## src/rtl/bisection_sqrt_ctrl.sv

```systemverilog
// rtl/bisection_sqrt_ctrl.sv - bisection floor(sqrt) controller driving an external adder
// The interval bounds lo/hi are the A/B output registers themselves; the adder forms lo+hi.
module bisection_sqrt_ctrl #(
   parameter int WIDTH   = 8,
   parameter int ADD_LAT = 1
) (
   input  logic               clock,
   input  logic               reset,
   input  logic               start,
   input  logic [WIDTH-1:0]   target,
   output logic [WIDTH-1:0]   A,
   output logic [WIDTH-1:0]   B,
   input  logic [WIDTH-1:0]   sum,
   output logic               busy,
   output logic               done,
   output logic [WIDTH/2-1:0] root,
   output logic [3:0]         iter
);

   typedef enum logic [1:0] {IDLE, ADD, EVAL, DONE} state_t;

   localparam logic [WIDTH-1:0] HI_INIT   = {{(WIDTH-1){1'b0}}, 1'b1} << (WIDTH/2);
   localparam logic [1:0]       WAIT_LAST = 2'(ADD_LAT);

   state_t           state;
   logic [WIDTH-1:0] c_q;
   logic [WIDTH-1:0] mid_q;
   logic [1:0]       wait_q;

   logic [WIDTH-1:0] sq;
   logic             mid_fits;
   logic [WIDTH-1:0] new_lo;
   logic [WIDTH-1:0] new_hi;
   logic [WIDTH-1:0] span;

   // mid < 2^(WIDTH/2), so the WIDTH-bit square cannot overflow.
   always_comb begin
      sq       = mid_q * mid_q;
      mid_fits = (sq <= c_q);
      new_lo   = mid_fits ? mid_q : A;
      new_hi   = mid_fits ? B : mid_q;
      span     = new_hi - new_lo;
   end

   always_ff @(posedge clock or negedge reset) begin
      if (!reset) begin
         state  <= IDLE;
         A      <= '0;
         B      <= '0;
         busy   <= 1'b0;
         done   <= 1'b0;
         root   <= '0;
         iter   <= '0;
         c_q    <= '0;
         mid_q  <= '0;
         wait_q <= '0;
      end else begin
         case (state)
            IDLE, DONE: begin
               done <= 1'b0;
               if (start) begin
                  c_q    <= target;
                  A      <= '0;
                  B      <= HI_INIT;
                  iter   <= '0;
                  busy   <= 1'b1;
                  wait_q <= '0;
                  state  <= ADD;
               end else begin
                  busy  <= 1'b0;
                  state <= IDLE;
               end
            end
            ADD: begin
               // A/B stay put until the adder result has settled.
               if (wait_q == WAIT_LAST) begin
                  mid_q  <= sum >> 1;
                  wait_q <= '0;
                  state  <= EVAL;
               end else begin
                  wait_q <= wait_q + 2'd1;
               end
            end
            EVAL: begin
               A    <= new_lo;
               B    <= new_hi;
               iter <= iter + 4'd1;
               if (span <= {{(WIDTH-1){1'b0}}, 1'b1}) begin
                  root  <= new_lo[WIDTH/2-1:0];
                  done  <= 1'b1;
                  busy  <= 1'b0;
                  state <= DONE;
               end else begin
                  state <= ADD;
               end
            end
            default: state <= IDLE;
         endcase
      end
   end

endmodule
```

## config.mk

```make
export PLATFORM = sky130hd
export DESIGN_NAME = bisection_sqrt_ctrl
export DESIGN_NICKNAME = d
export VERILOG_FILES = /design/src/rtl/bisection_sqrt_ctrl.sv
export SDC_FILE = /design/constraint.sdc
export NUM_CORES = 1
export LEC_CHECK = 0
export BUFFER_PORTS_ARGS = -buffer_cell sky130_fd_sc_hd__buf_2
export CORE_MARGIN = 5
export CORE_UTILIZATION = 50
export CTS_CLUSTER_DIAMETER = 120
export DETAILED_ROUTE_END_ITERATION = 7
export PLACE_DENSITY = 0.68
export SYNTH_ARGS = -nofsm -noshare
export SYNTH_HDL_FRONTEND = slang
export SYNTH_SLANG_ARGS = --single-unit
```

## constraint.sdc

```tcl
create_clock -name clock -period 13.24 [get_ports clock]
set_clock_uncertainty 0.15 [all_clocks]
set_input_delay 1.986 -clock clock [delete_from_list [all_inputs] [get_ports clock]]
set_output_delay 1.986 -clock clock [all_outputs]
set_load 0.1 [all_outputs]
```

# Yosys cells after proc, flatten, opt, wreduce, memory -nomap -nowiden
# Index checks and enable logic that the tools add are counted.
# W data, S select, Z words.
# classes
n_addsub,3
mul,1
magnitude_cmp,2
n_eq_ne,7
muxes,20
n_reduce_logical,10
# ops
cell,n
$mux W8,4
$pmux W8 S2,2
$reduce_and A2 Y1,6
$le A8 B1 Y1 const B,1
$le A8 B8 Y1,1
$mul A7 B7 Y8,1
$mux W2,4
$pmux W4 S2,1
$sub A8 B8 Y8,1
$ne A2 B2 Y1 const B,3
$pmux W2 S3,1
$add A4 B1 Y4 const B,1
$eq A2 B1 Y1 const B,2
$eq A2 B2 Y1 const B,2
$mux W1,4
$mux W4,1
$pmux W1 S2,2
$pmux W2 S2,1
$reduce_bool A2 Y1,2
$add A2 B1 Y2 const B,1
$logic_not A2 Y1,1
$reduce_or A2 Y1,1
# totals
ff_bits,45
word_cells,53

# Depth between registers and ports, before layout
# depth
depth_word,7
mapped_depth,33

# Worst setup path after synthesis
# Ideal clock, no wire load.
# synth_timing
path_kind,flip-flop to flip-flop
from,reg mid_q[5]
to,reg root[0]
setup_ns,0.125
arrival_ns,7.084
t_required_ns,12.965
setup_slack_ns,5.881
path_stages_with_launch,29
path_cell_list,dfrtp_1 -> clkbuf_1 -> nand2_1 -> fa_1 -> fa_1 -> inv_1 -> fa_1 -> inv_1 -> fa_1 -> inv_1 -> ha_1 -> a21oi_1 -> xnor2_1 -> ha_1 -> a21oi_1 -> o21ai_0 -> o22ai_2 -> buf_6 -> clkbuf_1 -> mux2i_1 -> ha_1 -> nor2b_1 -> o31ai_1 -> a21oi_1 -> a211oi_2 -> o31ai_1 -> xnor2_1 -> o2111ai_2 -> mux2_4
# synth_between
elab_chain_cells,6
word_cells_on_any_way,7
cone_classes,1 x add/sub; 1 x mul; 2 x order compare; 2 x mux; 1 x reduce/logical
# synth_lines
item,line,rtl
start: declaration,27,logic [WIDTH-1:0] mid_q;
start signal: assignment,77,mid_q <= sum >> 1;
$mul A7 B7 Y8,38,sq = mid_q * mid_q;
$le A8 B8 Y1,39,mid_fits = (sq <= c_q);
$mux W8 (on tied branches),"41, 40",
$sub A8 B8 Y8,42,span = new_hi - new_lo;
$le A8 B1 Y1,88,"if (span <= {{(WIDTH-1){1'b0}}, 1'b1}) begin"
$reduce_and A2 Y1 (no line),n/a,
end signal: assignment,89,root <= new_lo[WIDTH/2-1:0];
end: declaration,16,"output logic [WIDTH/2-1:0] root,"
# Parallel ways exist; a longest one is shown, timed or not.
# A chain may end at the register's enable or synchronous reset.

# Worst setup path after layout
# Ends and elaborated chain as after synthesis.

==> metrics.txt <==
Avg Cell Area, Syn 9.61 µm²; share of layout cells above drive strength 1 20.8%; async set-reset flop share out of synthesis 100%; fill count 541; grt ovf 0; Pre-antenna DRT Iters 4; Fmax achieved 0.126 GHz; # DRC 0; Synth Register Bits 45; Pins Over Slew Limit 0; CTS tree yes; Post-CTS Hold Fix Bufs 0; slew of the pin with the lowest slew margin 1.02 ns; wirelength, routed 6510 µm; worst skew pair latency 0.30 ns; CTS-repair resized insts 0; met3 Track Usage GR 4.23%; Detail Placement HPWL 4740 µm; final hold viol count 0; final net count 414; Most used DFF post-synth dfrtp_1; cell count after synthesis 318; vias in the first global route 2,402; Worst-path clk slew 0.09 ns; crit path kind flip-flop to flip-flop; Area Overhead vs Synth 12.7%; mapped cell area 3060 µm²; largest net degree at the start of global routing 46; drt first-iter violations 190; Initial Utilization 51.6%; core area 5920 µm²; CTS buffer count 5; minimum clock period 7.91 ns; Antenna Nets Post-Route 0; Critical Path RT 13.28 ns; status complete, no violations; I/O pin count 45; wire length per cell 15.0 µm; slowest CP cell dfrtp_1; CTS sink count 45; initial antenna violation count 0; met2 Resource Use GR 30.1%; Worst setup SP type flip-flop; gpl congestion 0.837; M1 GR Usage 25.6%; most frequent cells in the layout 45 x dfrtp_1, 43 x buf_2, 40 x nand2_1; Synth Warn # 0; worst relative slew slack 31.9%; R2R setup slack 5.33 ns; Syn Nets 373; CTS Buffer Depth 2; die extent in y 88.2 µm; Hold Path Class flip-flop to flip-flop; critical-path maximum fanout 31; most used cell, CP fa_1; GRT Total Usage 18.7%; Buffers on Ports 43; most used routing layer met2; root buffer cell clkbuf_8; first-pass GRT wire length 11,300 µm; ant diodes 0; commonest non-fill, non-tap cell in the layout dfrtp_1; H-tree levels 2; vias per cell 5.42; site row count 28; Die ar. 7780 µm²; Largest stage delay, worst path 0.61 ns; max_cap viols 0; setup TNS 0 ns; Yosys cell types 44; sequential fraction of the synthesis area 36.8%; post-CTS setup buffer count 0; die width 88.2 µm; vias 2,357; Setup-failing EPs final 0; number of synthesized flops with an enable pin 0; CP endpoint kind flip-flop; RSZ-0062 raised after global routing false; critical path data arrival time 7.95 ns; Tcrit/Tclk final 59.8%
[registers in the layout, summed over array words and instances (netlist names)]
signal / count
A: 8
B: 8
busy: 1
c_q: 8
done: 1
iter: 4
mid_q: 7
root: 4
state: 2
wait_q: 2
[synth_stat cells (2+ instances only)]
cell type | number | share of area [%]
dfrtp_1 | 45 | 37
nand2_1 | 40 | 4.9
inv_1 | 31 | 3.8
ha_1 | 27 | 11
nor2_1 | 25 | 3.1
o21ai_0 | 25 | 4.1
mux2_2 | 18 | 6.6
a21oi_1 | 17 | 2.8
mux2i_1 | 13 | 4.3
xnor2_1 | 11 | 3.2
fa_1 | 9 | 5.9
clkbuf_1 | 8 | 0.98
o31ai_1 | 4 | 0.98
and2_1 | 3 | 0.61
nand3_1 | 3 | 0.49
nor2b_1 | 3 | 0.61
xor2_1 | 3 | 0.86
a21o_1 | 2 | 0.49
nand3b_1 | 2 | 0.49
nand4_1 | 2 | 0.41
nor3_1 | 2 | 0.33
o21bai_1 | 2 | 0.49
o22a_1 | 2 | 0.57
[per-layer routing]
metal  routed length [µm]  share of wire, %  up-vias
li1                     -                 -     1165
met1                 3050                47     1124
met2                 3060                47       57
met3                  318               4.9       11
met4                   78               1.2        0
met5                    0                 0        -
[kinds of logic after synthesis]
kind of cell / after synthesis / synth area share, %
AND/OR/NAND/NOR: 87 / 12.7
AO/OA/AOI/OAI: 63 / 12.9
flip-flops: 45 / 36.8
buffers and inverters: 41 / 5.28
adder cells (fa/ha/maj): 36 / 16.9
multiplexers: 32 / 11.4
XOR/XNOR: 14 / 4.01
[final cells by class]
class                      instances  area [µm²]  area share (%)
tap                               75        93.8            2.72
multi-input combinational        232        1770            51.4
sequential                        45        1130            32.7
clock inverter                     1        30.0           0.872
clock buffer                       7        86.3            2.51
inverter                          31         116            3.38
timing repair buffer              44         223            6.47
[worst max-delay path, delay by kind of cell (launching register included)]
family	cells	cell delay, ns
compound gates	9	1.93
xor+xnor	2	0.33
fa+ha+maj	7	3.00
buf+inv	4	0.50
flops	1	0.61
mux	2	0.91
simple gates	2	0.33
[final timing paths]
path | start | endpoint | cells after the start
min in group asynchronous | reset | wait_q[0]$_DFFE_PN0P_ | 1
worst min-delay path | done$_DFFE_PN0P_ | done$_DFFE_PN0P_ | 2
worst max register to register | mid_q[5]$_DFFE_PN0P_ | root[0]$_DFFE_PN0P_ | 26
max in group asynchronous | reset | c_q[6]$_DFFE_PN0P_ | 1
worst max-delay path | mid_q[5]$_DFFE_PN0P_ | root[0]$_DFFE_PN0P_ | 26
worst min register to register | done$_DFFE_PN0P_ | done$_DFFE_PN0P_ | 2
[metrics by stage]
step           instances  area [µm²]  util [%]  setup WS [ns]  hold WS (ns)
2_1_floorplan        318        3060         -           5.88         0.312
3_3_place_gp         427        3330      56.2           5.46         0.314
3_5_place_dp         427        3330      56.2           5.35         0.317
4_1_cts              435        3440      58.2           5.24         0.341
5_1_grt              435        3440      58.2           4.72         0.368
6_report             435        3440      58.2           5.33         0.339
Power is not shown: default switching activity piles up to over one toggle a cycle in this logic, so the estimate is an artifact.
